## config.mk

```make
export PLATFORM = sky130hd
export DESIGN_NAME = seg7_axis_decoder
export DESIGN_NICKNAME = d
export VERILOG_FILES = /design/src/rtl/seg7_axis_decoder.sv
export SDC_FILE = /design/constraint.sdc
export NUM_CORES = 1
export LEC_CHECK = 0
export CAP_MARGIN = 20
export CORE_MARGIN = 2
export CORE_UTILIZATION = 54
export CTS_BUF_LIST = sky130_fd_sc_hd__clkbuf_4 sky130_fd_sc_hd__clkbuf_8
export CTS_CLUSTER_DIAMETER = 80
export DETAILED_ROUTE_END_ITERATION = 8
export PLACE_DENSITY = 0.83
export SETUP_SLACK_MARGIN = 0.2
export SYNTH_ARGS = -nofsm -noshare
export SYNTH_HDL_FRONTEND = slang
export SYNTH_SLANG_ARGS = --single-unit
```

## constraint.sdc

```tcl
create_clock -name clk -period 1.45 [get_ports clk]
set_input_delay 0.29 -clock clk [delete_from_list [all_inputs] [get_ports clk]]
set_output_delay 0.29 -clock clk [all_outputs]
set_load 0.02 [all_outputs]
```

## src/rtl/seg7_axis_decoder.sv

```systemverilog
// ---------------------------------------------------------------------------
// seg7_axis_decoder
//   Takes an AXI-Stream of 2-digit 7-segment frames and turns each frame back
//   into a byte made of two hex nibbles. Each byte is zero-extended to W bits
//   and sent out through a 2-entry output FIFO. A frame holding a pattern that
//   is not in the decode table is either passed through with m_err=1 or
//   dropped, depending on DROP_ERR. Either way it is counted in err_cnt.
//
// Ports
//   clk      in   clock, rising edge
//   rstn     in   asynchronous active-low reset. Release is synchronised inside.
//   s_valid  in   input frame valid
//   s_ready  out  input frame accepted on s_valid && s_ready
//   s_data   in   [1:0][6:0]; [0] = high digit, [1] = low digit, bits {g..a}
//   m_valid  out  output word valid
//   m_ready  in   downstream accepts on m_valid && m_ready
//   m_data   out  W bits: {0.., hi_nibble, lo_nibble}
//   m_err    out  1 = word came from a frame with an illegal digit
//   err_cnt  out  CW bits: saturating count of illegal frames
// ---------------------------------------------------------------------------
module seg7_axis_decoder #(
  parameter int W        = 16,
  parameter bit DROP_ERR = 1'b0,
  parameter int CW       = 16
) (
  input  logic                 clk,
  input  logic                 rstn,
  input  logic                 s_valid,
  output logic                 s_ready,
  input  logic [1:0][6:0]      s_data,
  output logic                 m_valid,
  input  logic                 m_ready,
  output logic [W-1:0]         m_data,
  output logic                 m_err,
  output logic [CW-1:0]        err_cnt
);

  // Result is {illegal, nibble}. Blank (all segments off) reads as a legal 0.
  function automatic logic [4:0] seg_decode(input logic [6:0] seg);
    logic [4:0] r;
    case (seg)
      7'h3F:   r = 5'h00;
      7'h06:   r = 5'h01;
      7'h5B:   r = 5'h02;
      7'h4F:   r = 5'h03;
      7'h66:   r = 5'h04;
      7'h6D:   r = 5'h05;
      7'h7D:   r = 5'h06;
      7'h07:   r = 5'h07;
      7'h7F:   r = 5'h08;
      7'h6F:   r = 5'h09;
      7'h77:   r = 5'h0A;
      7'h7C:   r = 5'h0B;
      7'h39:   r = 5'h0C;
      7'h5E:   r = 5'h0D;
      7'h79:   r = 5'h0E;
      7'h71:   r = 5'h0F;
      7'h00:   r = 5'h00;
      default: r = 5'h10;
    endcase
    return r;
  endfunction

  // Reset synchroniser. Assertion is asynchronous. Release takes two edges.
  logic [1:0] rst_sync_q;
  logic       rst_int_n;

  always_ff @(posedge clk or negedge rstn) begin
    if (!rstn) rst_sync_q <= 2'b00;
    else       rst_sync_q <= {rst_sync_q[0], 1'b1};
  end

  assign rst_int_n = rst_sync_q[1];

  // Decode of the incoming frame
  logic [4:0] dec_hi, dec_lo;
  logic       frame_bad;
  logic [8:0] new_ent;

  assign dec_hi    = seg_decode(s_data[0]);
  assign dec_lo    = seg_decode(s_data[1]);
  assign frame_bad = dec_hi[4] | dec_lo[4];
  assign new_ent   = {frame_bad, dec_hi[3:0], dec_lo[3:0]};

  // Output FIFO: entry 0 is the head, entry 1 the tail. An entry is {err, byte}.
  logic [8:0] ent0_q, ent0_d;
  logic [8:0] ent1_q, ent1_d;
  logic [1:0] count_q, count_d;
  logic [CW-1:0] err_cnt_q, err_cnt_d;

  logic accept, push, pop;

  assign s_ready = (count_q != 2'd2) || m_ready;
  assign accept  = s_valid && s_ready;
  assign push    = accept && !(DROP_ERR && frame_bad);
  assign pop     = m_ready && (count_q != 2'd0);

  always_comb begin
    ent0_d  = ent0_q;
    ent1_d  = ent1_q;
    count_d = count_q;
    unique case ({push, pop})
      2'b10: begin
        if (count_q == 2'd0) ent0_d = new_ent;
        else                 ent1_d = new_ent;
        count_d = count_q + 2'd1;
      end
      2'b01: begin
        ent0_d  = ent1_q;
        count_d = count_q - 2'd1;
      end
      2'b11: begin
        // Count is unchanged. Only the data moves forward.
        if (count_q == 2'd1) begin
          ent0_d = new_ent;
        end else begin
          ent0_d = ent1_q;
          ent1_d = new_ent;
        end
      end
      default: ;
    endcase
  end

  always_comb begin
    err_cnt_d = err_cnt_q;
    if (accept && frame_bad && (err_cnt_q != {CW{1'b1}}))
      err_cnt_d = err_cnt_q + CW'(1);
  end

  always_ff @(posedge clk or negedge rst_int_n) begin
    if (!rst_int_n) begin
      ent0_q    <= '0;
      ent1_q    <= '0;
      count_q   <= 2'd0;
      err_cnt_q <= '0;
    end else begin
      ent0_q    <= ent0_d;
      ent1_q    <= ent1_d;
      count_q   <= count_d;
      err_cnt_q <= err_cnt_d;
    end
  end

  assign m_valid = (count_q != 2'd0);
  assign m_data  = W'(ent0_q[7:0]);
  assign m_err   = ent0_q[8];
  assign err_cnt = err_cnt_q;

endmodule

```

==> flow_summary.ini, run 1 <==
[status]
outcome = did not finish
lastStage = 4_1_cts
firstError = [ERROR DPL-0033] detailed placement checks failed during check placement.

[floorplan]
die_h_um = 75.24
num_rows = 25
initial_core_util_pct = 56.88
ioPinCount = 53
die_w_um = 75.24

[yosys]
synth.most_common_cell = dfrtp_1
syn_inst = 302
yosys.area.top_type = dfrtp_1
yosys-top-cells-count = dfrtp_1 (38), nand2_1 (33), nand3_1 (14), o21ai_0 (14)
synth-async-reset-ratio_pct = 100.0
synth_cell_types = 61
synth.avg_cell_area_sq_um = 9.073
synth_flop_cell = dfrtp_1
yosys_register_bits = 38
netlist.area_leader.share_pct = 34.70
synth_edf_count = 0
yosysWarnings = 0
synthTopCellsByArea = dfrtp_1 (35%), nand2_1 (4.5%), xor2_1 (4.2%)
yosysSeqAreaShare_pct = 34.70
synthesis.area_sq_mm = 0.002740

[clock_tree]
ctsHoldBuffers = 0
clockBufferDepth = 2
cts_max_level = 2
post-cts-setup-buffers = 29
cts_resized = 272
ctsRootBufferMaster = clkbuf_8
cts_buffers = 5
cts_sinks = 38

[placed_design]
port_buffers = 44
placedInstanceArea_sq_mm = 0.004098
gp_congestion = 0.9337
dp_hpwl_um = 6492
[stage by stage]
stage | setup slack, ns | hold WS (ns) | cells | TNS (ns) | utilization, %
after global placement | -1.129 | 0.2922 | 488 | -32.18 | 85.06
after detailed placement | -1.206 | 0.3059 | 488 | -33.82 | 85.06
after floorplan | -0.4410 | -0.005591 | 309 | -10.75 | -
[kinds of logic after synthesis]
family | Yosys count | share of synthesized area [%]
simple gates | 115 | 23.65
mux | 9 | 3.653
flops | 38 | 34.70
other cells | 2 | 0.2741
compound gates | 71 | 20.46
fa+ha+maj | 7 | 3.196
xor+xnor | 20 | 6.393
buf+inv | 40 | 7.671
==> inputs of run 2 (changes only) <==
==> config.mk (replaced) <==
export PLATFORM = sky130hd
export DESIGN_NAME = seg7_axis_decoder
export DESIGN_NICKNAME = d
export VERILOG_FILES = /design/src/rtl/seg7_axis_decoder.sv
export SDC_FILE = /design/constraint.sdc
export NUM_CORES = 1
export LEC_CHECK = 0
export CAP_MARGIN = 20
export CORE_MARGIN = 2
export CORE_UTILIZATION = 40
export DETAILED_ROUTE_END_ITERATION = 8
export PLACE_DENSITY_LB_ADDON = 0.15
export SYNTH_ARGS = -nofsm -noshare
export SYNTH_HDL_FRONTEND = slang
export SYNTH_SLANG_ARGS = --single-unit
==> flow_summary.ini, run 2 <==
[layout]
finalNonFillerCells = 544
final_common_cell = buf_4
post-route-util_pct = 73.15
areaGrowthSynthToFinish_pct = 79.36
layout_common_cells = buf_4 (93), buf_6 (37), dfrtp_1 (35)
nets = 488
fin_area_sq_mm = 0.004915
drive_gt1_share_pct = 54.31
largest_reg_flops = 16
diodes = 0

[floorplan]
die_h_um = 86.77
ioPinCount = 53
fp.coreArea_sq_mm = 0.006719
initial_core_util_pct = 40.78
dieArea_sq_mm = 0.007528
die_w_um = 86.77
num_rows = 30

[grt]
grt.total_usage_pct = 22.84
grt_pass1_wl_um = 13650
grt_pass1_vias = 2913
grt_overflow_total = 0
grt_max_degree = 37
grt_antenna_before_repair = 0

[placed_design]
dp_hpwl_um = 5591
dp.cells = 500
port_buffers = 44
gp_congestion = 0.8394
pre_cts_ws_ns = -1.200
placedInstanceArea_sq_mm = 0.004118

[yosys]
synth.most_common_cell = dfrtp_1
synth-async-reset-ratio_pct = 100.0
yosysWarnings = 0
yosys_register_bits = 38
netlist.area_leader.share_pct = 34.70
synth.avg_cell_area_sq_um = 9.073
yosys-top-cells-count = dfrtp_1 (38), nand2_1 (33), nand3_1 (14), o21ai_0 (14)
synthTopCellsByArea = dfrtp_1 (35%), nand2_1 (4.5%), xor2_1 (4.2%)
synth_edf_count = 0
synth_cell_types = 61
synthesis.area_sq_mm = 0.002740
synth_flop_cell = dfrtp_1
yosysSeqAreaShare_pct = 34.70
yosys.area.top_type = dfrtp_1
syn_inst = 302

[status]
violations = setup timing
outcome = complete, but fails checks

[clock_tree]
cts_sinks = 38
clkLatencyLatePin_ns = 0.29
clockBufferDepth = 2
cts_max_level = 2
ctsHoldBuffers = 0
ctsRootBufferMaster = clkbuf_8
cts_tree = done
cts_buffers = 5
cts.clk_slew.worst_paths_ns = 0.08

[sta]
final_max_slew_viol_count = 0
timing.final.crit_share_pct = 131.1
fmax_mhz = 526.2
whs_ns = 0.1472
timing.final.ws_setup_ns = -0.4504
worst_pin_slew_ns = 0.6265
setup_viol = 37
clock_skew_ns = 0.009027
rsz0062_at_grt = yes
slew_headroom_pct = 57.85
period_minus_slack_ns = 1.900
finalHoldViolations = 0

[pwr]
p_per_area_mw_per_mm2 = 1134
leakage_nw = 2.151
ir_drop_uv = 1034

[detailed_routing]
num_vias = 2912
drt-vias-per-instance = 5.353
firstDrtPassIters = 5
routedWlPerCell_um = 15.64
routed_wl_um = 8508
drt_iter0_drc = 119
drc = 0
antenna_left = 0

[critical_path]
r2r-end = ent1_q[7]$_DFFE_PN0P_
critPathMaxFanout = 8
end_kind = flip-flop
required_ns = 1.62
crit_arrival_ns = 2.07
reg2regPathDepth = 9
ff2ff_setup_slack_ns = -0.45
r2r-start = count_q[1]$_DFFE_PN0P_
startpoint_type = flip-flop
path_class = flip-flop to flip-flop

[run]
maxCapViolCount = 0

[min_path]
min_path_type = input port to asynchronous set/reset pin
-- run 2: cell counts after synthesis --
Identical to the previous run, type by type.
-- run 2: metal layers --
| layer | GRT usage, % | routed length (um) | up-vias |
|---|---|---|---|
| met5 | 0 | 0 | - |
| met4 | 7.670 | 183 | 0 |
| met3 | 3.238 | 217 | 16 |
| met2 | 39.02 | 4378 | 65 |
| met1 | 29.64 | 3729 | 1418 |
| li1 | - | - | 1413 |
-- run 2: through the flow --
stage	power (mW)	setup TNS, ns
finish	5.576	-13.00
global route	5.918	-15.76
CTS	5.383	-13.82
detailed placement	4.340	-32.76
global placement	4.278	-31.01
floorplan	3.015	-10.87
-- run 2: worst max-delay path by stage --
stage                                start                     end  slack [ns]  cells after the start
floorplan           count_q[0]$_DFFE_PN0P_   ent1_q[1]$_DFFE_PN0P_       -0.44                      9
global placement                 s_data[0]  err_cnt[7]$_DFFE_PN0P_       -1.11                     10
detailed placement               s_data[3]  err_cnt[1]$_DFFE_PN0P_       -1.20                      8
CTS                 count_q[1]$_DFFE_PN0P_   ent1_q[7]$_DFFE_PN0P_       -0.47                      9
global route        count_q[0]$_DFFE_PN0P_   ent1_q[2]$_DFFE_PN0P_       -0.53                      9
finish              count_q[1]$_DFFE_PN0P_   ent1_q[7]$_DFFE_PN0P_       -0.45                      9
-- run 2: report_power, final --
group	internal, mW	switching (mW)	total, mW
Clock	0.383	0.395	0.778
Sequential	1.32	0.172	1.49
Combinational	1.66	1.65	3.30
-- run 2: critical path, cell delays in order, from the launching register on --
cell and delay (ns):
dfrtp_1 0.43, inv_2 0.10, ha_4 0.15, inv_4 0.04, nand2_4 0.08, inv_4 0.05, ha_4 0.16, o211ai_1 0.23
clkbuf_16 0.22, mux2_4 0.30
-- run 2: area by class of cell --
type,count,area (sq um)
Clock inverter,2,12.51
Fill cell,487,1804
Sequential cell,38,954.7
Multi-Input combinational cell,232,2167
Tap cell,80,100.1
Inverter,13,56.30
Clock buffer,6,82.58
Timing Repair Buffer,173,1541
-- run 2: what timing repair did --
item,in CTS,in global routing
cloned,1,0
endpoints found under the setup margin,63,52
setup buffers,25,12
gates resized for setup,176,51
pin swaps,47,37
-- run 2: kinds of logic (layout without fill, tap and decap cells) --
group                    Yosys count  after routing  share of synthesized area (%)
AO/OA/AOI/OAI                     71             71                          20.46
buffers and inverters             40            194                          7.671
XOR/XNOR                          20             20                          6.393
other                              2              9                         0.2741
AND/OR/NAND/NOR                  115            116                          23.65
flip-flops                        38             38                          34.70
multiplexers                       9              9                          3.653
adder cells (fa/ha/maj)            7              7                          3.196
Note: power is estimated with default switching activity, not from simulation.
